$ cat src/rtl/dsp_pkg.sv
// Shared definitions for the DSP multiply-accumulate slice: OPMODE bit map,
// X/Z operand select encodings and the control words carried down the pipeline.
package dsp_pkg;

    localparam int unsigned OPMODE_W   = 8;
    localparam int unsigned OP_XSEL_LO = 0;
    localparam int unsigned OP_ZSEL_LO = 2;
    localparam int unsigned OP_PREADD  = 4;
    localparam int unsigned OP_BCIN    = 5;
    localparam int unsigned OP_PRESUB  = 6;
    localparam int unsigned OP_POSTSUB = 7;

    // X uses ZERO/M/P/C, Z uses ZERO/PCIN/P/C; M and PCIN share an encoding
    localparam logic [1:0] SEL_ZERO = 2'd0;
    localparam logic [1:0] SEL_M    = 2'd1;
    localparam logic [1:0] SEL_PCIN = 2'd1;
    localparam logic [1:0] SEL_P    = 2'd2;
    localparam logic [1:0] SEL_C    = 2'd3;

    typedef struct packed {
        logic       valid;
        logic       cin;
        logic       sub;
        logic [1:0] zsel;
        logic [1:0] xsel;
    } post_ctl_t;

    typedef struct packed {
        logic      presub;
        logic      preadd;
        post_ctl_t post;
    } pre_ctl_t;

endpackage

$ cat src/rtl/dsp_pipe_reg.sv
// Generic CE-qualified pipeline register with synchronous active-low clear.
module dsp_pipe_reg #(
    parameter int unsigned N = 1
) (
    input  logic         CLK,
    input  logic         RSTN,
    input  logic         CE,
    input  logic [N-1:0] D,
    output logic [N-1:0] Q
);

    always_ff @(posedge CLK) begin
        if (!RSTN) begin
            Q <= '0;
        end else if (CE) begin
            Q <= D;
        end
    end

endmodule

$ cat src/rtl/dsp_mac_slice.sv
// Four-stage pre-add / multiply / post-add slice with accumulate feedback,
// cascade ports and optional signed saturation of P.
module dsp_mac_slice
    import dsp_pkg::*;
#(
    parameter int unsigned AW     = 18,
    parameter int unsigned BW     = 18,
    parameter int unsigned PW     = 48,
    parameter bit          SAT_EN = 1'b0
) (
    input  logic                CLK,
    input  logic                RSTN,
    input  logic                CE,
    input  logic                IN_VALID,
    input  logic [AW-1:0]       A,
    input  logic [BW-1:0]       B,
    input  logic [BW-1:0]       D,
    input  logic [BW-1:0]       BCIN,
    input  logic [PW-1:0]       C,
    input  logic [PW-1:0]       PCIN,
    input  logic [OPMODE_W-1:0] OPMODE,
    input  logic                CARRYIN,
    output logic [PW-1:0]       P,
    output logic [PW-1:0]       PCOUT,
    output logic [AW+BW-1:0]    M,
    output logic [BW-1:0]       BCOUT,
    output logic                OUT_VALID,
    output logic                CARRYOUT,
    output logic                OVF
);

    localparam int unsigned MW     = AW + BW;
    localparam int unsigned CTL1_W = $bits(pre_ctl_t);
    localparam int unsigned CTL_W  = $bits(post_ctl_t);
    localparam int unsigned S1_W   = CTL1_W + AW + 2 * BW + PW;
    localparam int unsigned S2_W   = CTL_W + AW + BW + PW;
    localparam int unsigned S3_W   = CTL_W + MW + PW;
    localparam int unsigned S4_W   = PW + 3;

    pre_ctl_t        ctl1_d, ctl1_q;
    logic [AW-1:0]   a1_q;
    logic [BW-1:0]   b1_d, b1_q, d1_q;
    logic [PW-1:0]   c1_q;
    logic [S1_W-1:0] s1_q;

    post_ctl_t       ctl2_q;
    logic [AW-1:0]   a2_q;
    logic [BW-1:0]   pre2_d, pre2_q;
    logic [PW-1:0]   c2_q;
    logic [S2_W-1:0] s2_q;

    post_ctl_t       ctl3_q;
    logic [MW-1:0]   a_ext, pre_ext, m3_d, m3_q;
    logic [PW-1:0]   c3_q;
    logic [S3_W-1:0] s3_q;

    logic [PW-1:0]   x_sel, z_sel, p_d, p_q;
    logic [PW+1:0]   x_ext, z_ext, cin_ext, sum_s;
    logic            ovf_d, carry_d, valid_q, ovf_q, carry_q;
    logic [S4_W-1:0] s4_q;

    // Stage 1: operand capture and OPMODE decode
    always_comb begin
        ctl1_d           = '0;
        ctl1_d.presub    = OPMODE[OP_PRESUB];
        ctl1_d.preadd    = OPMODE[OP_PREADD];
        ctl1_d.post.sub  = OPMODE[OP_POSTSUB];
        ctl1_d.post.zsel = OPMODE[OP_ZSEL_LO +: 2];
        ctl1_d.post.xsel = OPMODE[OP_XSEL_LO +: 2];
        ctl1_d.post.cin  = CARRYIN;
        ctl1_d.post.valid = IN_VALID;
        b1_d             = OPMODE[OP_BCIN] ? BCIN : B;
    end

    dsp_pipe_reg #(.N(S1_W)) u_s1 (
        .CLK(CLK), .RSTN(RSTN), .CE(CE),
        .D({ctl1_d, A, b1_d, D, C}), .Q(s1_q)
    );
    assign {ctl1_q, a1_q, b1_q, d1_q, c1_q} = s1_q;

    // Stage 2: BW-bit pre-adder, wraps on overflow
    always_comb begin
        pre2_d = b1_q;
        if (ctl1_q.preadd) begin
            pre2_d = ctl1_q.presub ? (d1_q - b1_q) : (d1_q + b1_q);
        end
    end

    dsp_pipe_reg #(.N(S2_W)) u_s2 (
        .CLK(CLK), .RSTN(RSTN), .CE(CE),
        .D({ctl1_q.post, a1_q, pre2_d, c1_q}), .Q(s2_q)
    );
    assign {ctl2_q, a2_q, pre2_q, c2_q} = s2_q;

    // Stage 3: full-width signed multiply (low MW bits of sign-extended operands)
    assign a_ext   = {{BW{a2_q[AW-1]}}, a2_q};
    assign pre_ext = {{AW{pre2_q[BW-1]}}, pre2_q};
    assign m3_d    = a_ext * pre_ext;

    dsp_pipe_reg #(.N(S3_W)) u_s3 (
        .CLK(CLK), .RSTN(RSTN), .CE(CE),
        .D({ctl2_q, m3_d, c2_q}), .Q(s3_q)
    );
    assign {ctl3_q, m3_q, c3_q} = s3_q;

    // Stage 4: post-adder with accumulate feedback from the P register
    always_comb begin
        x_sel = '0;
        z_sel = '0;
        case (ctl3_q.xsel)
            SEL_M:   x_sel = {{(PW-MW){m3_q[MW-1]}}, m3_q};
            SEL_P:   x_sel = p_q;
            SEL_C:   x_sel = c3_q;
            default: x_sel = '0;
        endcase
        case (ctl3_q.zsel)
            SEL_PCIN: z_sel = PCIN;
            SEL_P:    z_sel = p_q;
            SEL_C:    z_sel = c3_q;
            default:  z_sel = '0;
        endcase
    end

    assign x_ext   = {{2{x_sel[PW-1]}}, x_sel};
    assign z_ext   = {{2{z_sel[PW-1]}}, z_sel};
    assign cin_ext = {{(PW+1){1'b0}}, ctl3_q.cin};
    assign sum_s   = ctl3_q.sub ? (z_ext - x_ext - cin_ext) : (z_ext + x_ext + cin_ext);

    // Unsigned bit PW differs from the signed one by the operand sign bits
    always_comb begin
        ovf_d   = (sum_s[PW+1:PW-1] != 3'b000) && (sum_s[PW+1:PW-1] != 3'b111);
        carry_d = sum_s[PW] ^ z_sel[PW-1] ^ x_sel[PW-1];
        p_d     = sum_s[PW-1:0];
        if (SAT_EN && ovf_d) begin
            p_d = sum_s[PW+1] ? {1'b1, {(PW-1){1'b0}}} : {1'b0, {(PW-1){1'b1}}};
        end
    end

    dsp_pipe_reg #(.N(S4_W)) u_s4 (
        .CLK(CLK), .RSTN(RSTN), .CE(CE),
        .D({ctl3_q.valid, ovf_d, carry_d, p_d}), .Q(s4_q)
    );
    assign {valid_q, ovf_q, carry_q, p_q} = s4_q;

    assign P         = p_q;
    assign PCOUT     = p_q;
    assign M         = m3_q;
    assign BCOUT     = b1_q;
    assign OUT_VALID = valid_q;
    assign CARRYOUT  = carry_q;
    assign OVF       = ovf_q;

endmodule

$ cat config.mk
export PLATFORM = sky130hd
export DESIGN_NAME = dsp_mac_slice
export DESIGN_NICKNAME = d
export VERILOG_FILES = /design/src/rtl/dsp_pkg.sv /design/src/rtl/dsp_pipe_reg.sv /design/src/rtl/dsp_mac_slice.sv
export SDC_FILE = /design/constraint.sdc
export NUM_CORES = 2
export LEC_CHECK = 0
export ABC_AREA = 0
export CELL_PAD_IN_SITES_DETAIL_PLACEMENT = 0
export CELL_PAD_IN_SITES_GLOBAL_PLACEMENT = 1
export CORE_ASPECT_RATIO = 0.5
export CORE_UTILIZATION = 41
export CTS_CLUSTER_DIAMETER = 60
export DETAILED_ROUTE_END_ITERATION = 7
export PLACE_DENSITY_LB_ADDON = 0.3
export SKIP_CTS_REPAIR_TIMING = 1
export SYNTH_ARGS = -nofsm -noshare
export SYNTH_HDL_FRONTEND = slang
export SYNTH_SLANG_ARGS = --single-unit
$ cat constraint.sdc
create_clock -name CLK -period 6.3 [get_ports CLK]
set_clock_uncertainty 0.2 [all_clocks]
set_input_delay 0.63 -clock CLK [delete_from_list [all_inputs] [get_ports CLK]]
set_output_delay 0.63 -clock CLK [all_outputs]
set_load 0.01 [all_outputs]
Word-level counts from Yosys, hierarchy flattened
Cells that the tools add are included.

storage, ports and cells
  flip-flop bits (word level) = 344
  output and inout port bits = 153
  word-level logic and storage cells = 28

cells by class
  add/sub/neg operators = 6
  $mul = 1
  eq/ne operators = 7
  multiplexer cells = 6
  bitwise operators = 2
  reductions and logical operators = 2

operators by type and width
  cell                                                                    number
  48-bit case mux with 3 select lines                                     2
  18-bit 2-to-1 mux                                                       3
  49-bit by 2-bit adder with 50-bit output                                1
  50-bit 2-to-1 mux                                                       1
  49-bit by 2-bit subtractor with 50-bit output                           1
  48-bit by 48-bit adder with 49-bit output                               1
  48-bit by 48-bit subtractor with 49-bit output                          1
  18-bit by 18-bit multiplier with 36-bit output                          1
  18-bit adder                                                            1
  18-bit subtractor                                                       1
  2-bit equality test (second input constant)                             4
  2-bit by 1-bit equality test with 1-bit output (second input constant)  2
  3-bit inequality test (second input constant)                           1
  3-bit nonzero test                                                      1
  1-bit XOR                                                               2
  1-bit logical AND                                                       1

Depth between registers and ports, before layout
  word-level depth = 7
  mapped depth = 28
  depth with buffers taken out = 26

Modules after synthesis
Synthesis repeated with hierarchy kept, for this count alone.

second synthesis, totals
  cell total of the unflattened synthesis = 3991
  area, all modules = 36097.1 um^2

modules (own cells, without submodules)
  module                   times used  cells an instance  area each (um^2)  sequential area each (um^2)
  dsp_mac_slice            1           2883               22870.7           0.0
  dsp_pipe_reg (u_s2 ...)  2           293                3487.1            1821.7
  dsp_pipe_reg (u_s1)      1           358                4296.6            2222.1
  dsp_pipe_reg (u_s4)      1           164                1955.6            1021.0

Worst setup path before layout
OpenSTA, ideal clock, no wires.

  path type = register to register
  start point = register u_s2.Q[83]
  end point = register u_s3.Q[81]
  setup time = 0.128 ns
  arrival time = 6.180 ns
  path slack = -0.208 ns
  stages on the path, launching flop included = 25
  path buffers = 2
  clock period less this slack = 6.508 ns
  cell sequence = dfxtp_1 > clkbuf_1 > clkbuf_1 > nand2_1 > fa_1 > inv_1 > fa_1 > inv_1 > fa_1 > inv_1 > fa_1 > fa_1 > inv_1 > fa_1 > inv_1 > ha_1 > and4_1 > a221o_1 > a21oi_1 > o221a_2 > o21ai_0 > a21o_1 > a311oi_1 > xor2_1 > o21ai_0

between the ends
  cells in the longest elaborated chain, start to end = 1

RTL lines
  element                                         RTL line             text
  start: declaration                              dsp_pipe_reg.sv:9    output logic [N-1:0] Q
  start signal: assignment                        dsp_pipe_reg.sv:14   Q <= '0;
  start signal: assignment                        dsp_pipe_reg.sv:16   Q <= D;
  18-bit by 18-bit multiplier with 36-bit output  dsp_mac_slice.sv:98  assign m3_d = a_ext * pre_ext;
  end signal: assignment                          dsp_pipe_reg.sv:14
  end signal: assignment                          dsp_pipe_reg.sv:16
  end: declaration                                dsp_pipe_reg.sv:9

Every way passes these cells.
A chain may end at the register's enable or synchronous reset.

Worst setup path in the final report
  start point = register u_s2.Q[70]
  end point = register u_s3.Q[81]

The elaborated chain is that of the path after synthesis.

==> run metrics <==
Crit path depth=21; TritonCTS clock tree=yes; crit path from=u_s2.Q[70]; post-DR vias/cell=5.18; grt total ovfl=0; status=complete, no violations; initial antenna violation count=1; drt pass-1 iters=7; via count of the first global-routing pass=28000; P_int=0.00465 W; worst r2r dst=u_s3.Q[81]; Worst Setup EP=u_s3.Q[81]; Detail Placement HPWL=89000 um; endpoints failing hold=0; Die Y=208 um; CP delay by family, top=adder cells; Final Cycle Share=99.3%; Area growth syn-to-layout=20.5%; CP Buf/Inv Count=3; Clk network pwr share=38.1%; CP endpoint kind=register; VDD IR max=0.186 mV; Reg-to-Reg Start=u_s2.Q[70]; Synth Net Count=4857; CTS Buffer Depth=3; CP startpoint kind=register; crit-path cells=buf_6, and2_4, fa_1, fa_1, fa_1, fa_2, fa_1, inv_1, fa_1, inv_2, ha_4, a21o_1, a21o_1, a221o_1, a21oi_2, o221a_2, o21ai_1, a21o_1, a311oi_2, xor2_1, o21ai_1; Synth async-reset ratio=0%; Pwr per Cell Area=165 mW/mm^2; Hold Path Class=reg2reg; Worst Path Required=6530 ps; total length of routed wires=111000 um; H-tree lvl count=2; endpoints failing setup=0; Worst Path Arrival=6490 ps; largest net degree at the start of global routing=184; worst hold slack=285 ps; worst skew pair latency=600 ps; Power, Total=0.00694 W; FP Rows=75; DIE AREA=0.0865 mm^2; post-DR wirelength/cell=20.1 um; max incr delay on CP=600 ps; Clk pin slew, worst setup/hold paths=70 ps; slack of the worst reg-to-reg path=40 ps; RSZ-0062 raised after global routing=yes; root buffer cell=clkbuf_16; Pleak=19.9 nW; Synth warnings=0; DRC=0; most frequent CP cell=fa_1; Netlist cell types=77; Post-synth top flop=dfxtp_1; All-Layer GR Usage=25.4%; Least-Margin Pin Slew=1080 ps; switching power share of the total=33.0%; synthesized area per cell=8.54 um^2; logic gate share of total power=27.1%; worst setup path class=reg2reg; Reg power frac=34.8%; CTS Sinks=344; die width=415 um; Post-layout nets=5149; Syn Inst Count=4091; total CTS buffers=43; max frequency=160 MHz; Initial Utilization=41.6%; Net Sw Power=0.00229 W; synthesized flop and latch total=344; Post-Syn Area=0.0350 mm^2; gpl congestion=0.903; first-pass GRT wire length=171000 um; ANT nets after route=0; Tmin final=6260 ps; sequential area share after synthesis=19.7%; initial drt markers=2150; max-slew violation count=0; PortBufs=333; EDFF count, synth=0; slew margin rel.=27.9%; vias=28700; CP max stage cell=fa_1; worst-path fanout max=7; worst reg2reg path depth=21; Top Ports=334; Placeable Area=0.0841 mm^2; ratio of cells with drive above 1 in the final layout=12.1%; Max Cap Viol=0
==> power by group through the flow <==
stage	Combinational, W	Clock (W)	Sequential, W
2_1_floorplan	0.00115	0	0.00239
3_3_place_gp	0.00180	0	0.00246
3_5_place_dp	0.00181	0	0.00247
4_1_cts	0.00183	0.00270	0.00242
5_1_grt	0.00205	0.00278	0.00243
6_report	0.00188	0.00265	0.00242
==> sequential cells by signal, indices dropped and copies added (netlist names) <==
register	cells
u_s1.Q	111
u_s4.Q	51
u_s3.Q	91
u_s2.Q	91
==> Yosys cell counts (27+ instances only) <==
cell type / count / share of area [%]
nor2b_1: 31 / 0.55
a22oi_1: 44 / 0.94
xnor2_1: 114 / 2.9
mux2_2: 84 / 2.7
buf_1: 37 / 0.40
a21o_1: 54 / 1.2
inv_1: 555 / 6.0
a21oi_1: 190 / 2.7
nor3_1: 32 / 0.46
a211oi_1: 57 / 1.2
fa_1: 334 / 19
mux2i_1: 280 / 8.0
o21ai_0: 111 / 1.6
dfxtp_1: 344 / 20
clkbuf_1: 181 / 1.9
nand2b_1: 29 / 0.52
xor2_1: 40 / 1.0
and2_1: 171 / 3.1
a22o_1: 56 / 1.4
nand3_1: 27 / 0.39
nor2_1: 433 / 4.6
buf_4: 102 / 2.2
ha_1: 251 / 9.0
nand2_1: 302 / 3.2
==> worst min path at each step <==
| stage | startpoint | to | slack [ps] | depth (start not counted) |
|---|---|---|---|---|
| 2_1_floorplan | u_s3.Q[64] | u_s3.Q[64] | 240 | 2 |
| 3_3_place_gp | u_s4.Q[48] | u_s4.Q[48] | 270 | 2 |
| 3_5_place_dp | u_s2.Q[12] | u_s3.Q[12] | 280 | 2 |
| 4_1_cts | u_s1.Q[0] | u_s2.Q[0] | 290 | 2 |
| 5_1_grt | u_s1.Q[0] | u_s2.Q[0] | 310 | 2 |
| 6_report | u_s1.Q[0] | u_s2.Q[0] | 280 | 2 |
==> metrics by stage <==
stage	utilization [%]	std cells	setup TNS, ps	cell area [um^2]	setup slack (ps)
2_1_floorplan	-	4091	0	35000	4.59
3_5_place_dp	47.5	5432	-1530	40000	-327
5_1_grt	50.1	5533	-689	42100	-159
4_1_cts	49.3	5510	-2150	41500	-377
6_report	50.1	5534	0	42100	41.3
3_3_place_gp	47.5	5432	-957	40000	-220
==> cells in the final DEF, fill, tap and decap left out, drive strengths merged, types with 7 or more instances in the layout <==
| cell | count |
|---|---|
| mux2 | 84 |
| inv | 570 |
| dfxtp | 344 |
| and3 | 10 |
| nand2 | 302 |
| or3 | 11 |
| nand3 | 27 |
| a211oi | 57 |
| fa | 334 |
| clkdlybuf4s50 | 332 |
| a2111oi | 9 |
| buf | 235 |
| nor2 | 433 |
| o21a | 12 |
| nor3 | 32 |
| and2 | 171 |
| nand2b | 29 |
| clkinv | 7 |
| a311oi | 10 |
| nor4 | 10 |
| clkbuf | 52 |
| a22o | 56 |
| o21ai | 111 |
| o31ai | 8 |
| a21oi | 190 |
| nor2b | 31 |
| nand4 | 20 |
| ha | 251 |
| o21bai | 22 |
| a22oi | 45 |
| a31oi | 17 |
| mux2i | 280 |
| a21o | 54 |
| xor2 | 40 |
| xnor2 | 114 |
| o211ai | 22 |
==> worst min-delay path, cell delays in order (launching register included) <==
cell	delay, ps
dfxtp_1	330
mux2i_1	70
nor2_1	70
==> cell families (layout without fill, tap and decap cells) <==
| logic type | after synthesis | count (layout) | synth area share (%) |
|---|---|---|---|
| muxes | 364 | 364 | 10.7 |
| xor gates and xnor gates | 154 | 154 | 3.86 |
| other | 0 | 2 | 0 |
| DFF | 344 | 344 | 19.7 |
| and+or+nand+nor | 1103 | 1103 | 14.4 |
| buffers and inverters | 876 | 1201 | 10.5 |
| adders and majority gates | 585 | 585 | 28.1 |
| AOI/OAI and AO/OA | 665 | 665 | 12.7 |
==> area by class of cell <==
class	count	area, um^2
Fill cell	8044	42000
Multi-Input combinational cell	2871	24800
Sequential cell	344	6980
Timing Repair Buffer	567	5380
Inverter	556	2090
Tap cell	1116	1400
Clock buffer	52	1180
Clock inverter	26	313
Antenna cell	2	5.00
==> routing by layer <==
metal / vias up / track usage, % / part of all wire (%)
met2: 632 / 39.3 / 45
met3: 60 / 2.97 / 5.1
li1: 13900 / - / -
met1: 14100 / 38.3 / 49
met5: - / 0 / 0
met4: 0 / 3.79 / 1.2
No activity file was read; power rests on OpenSTA's default activity.
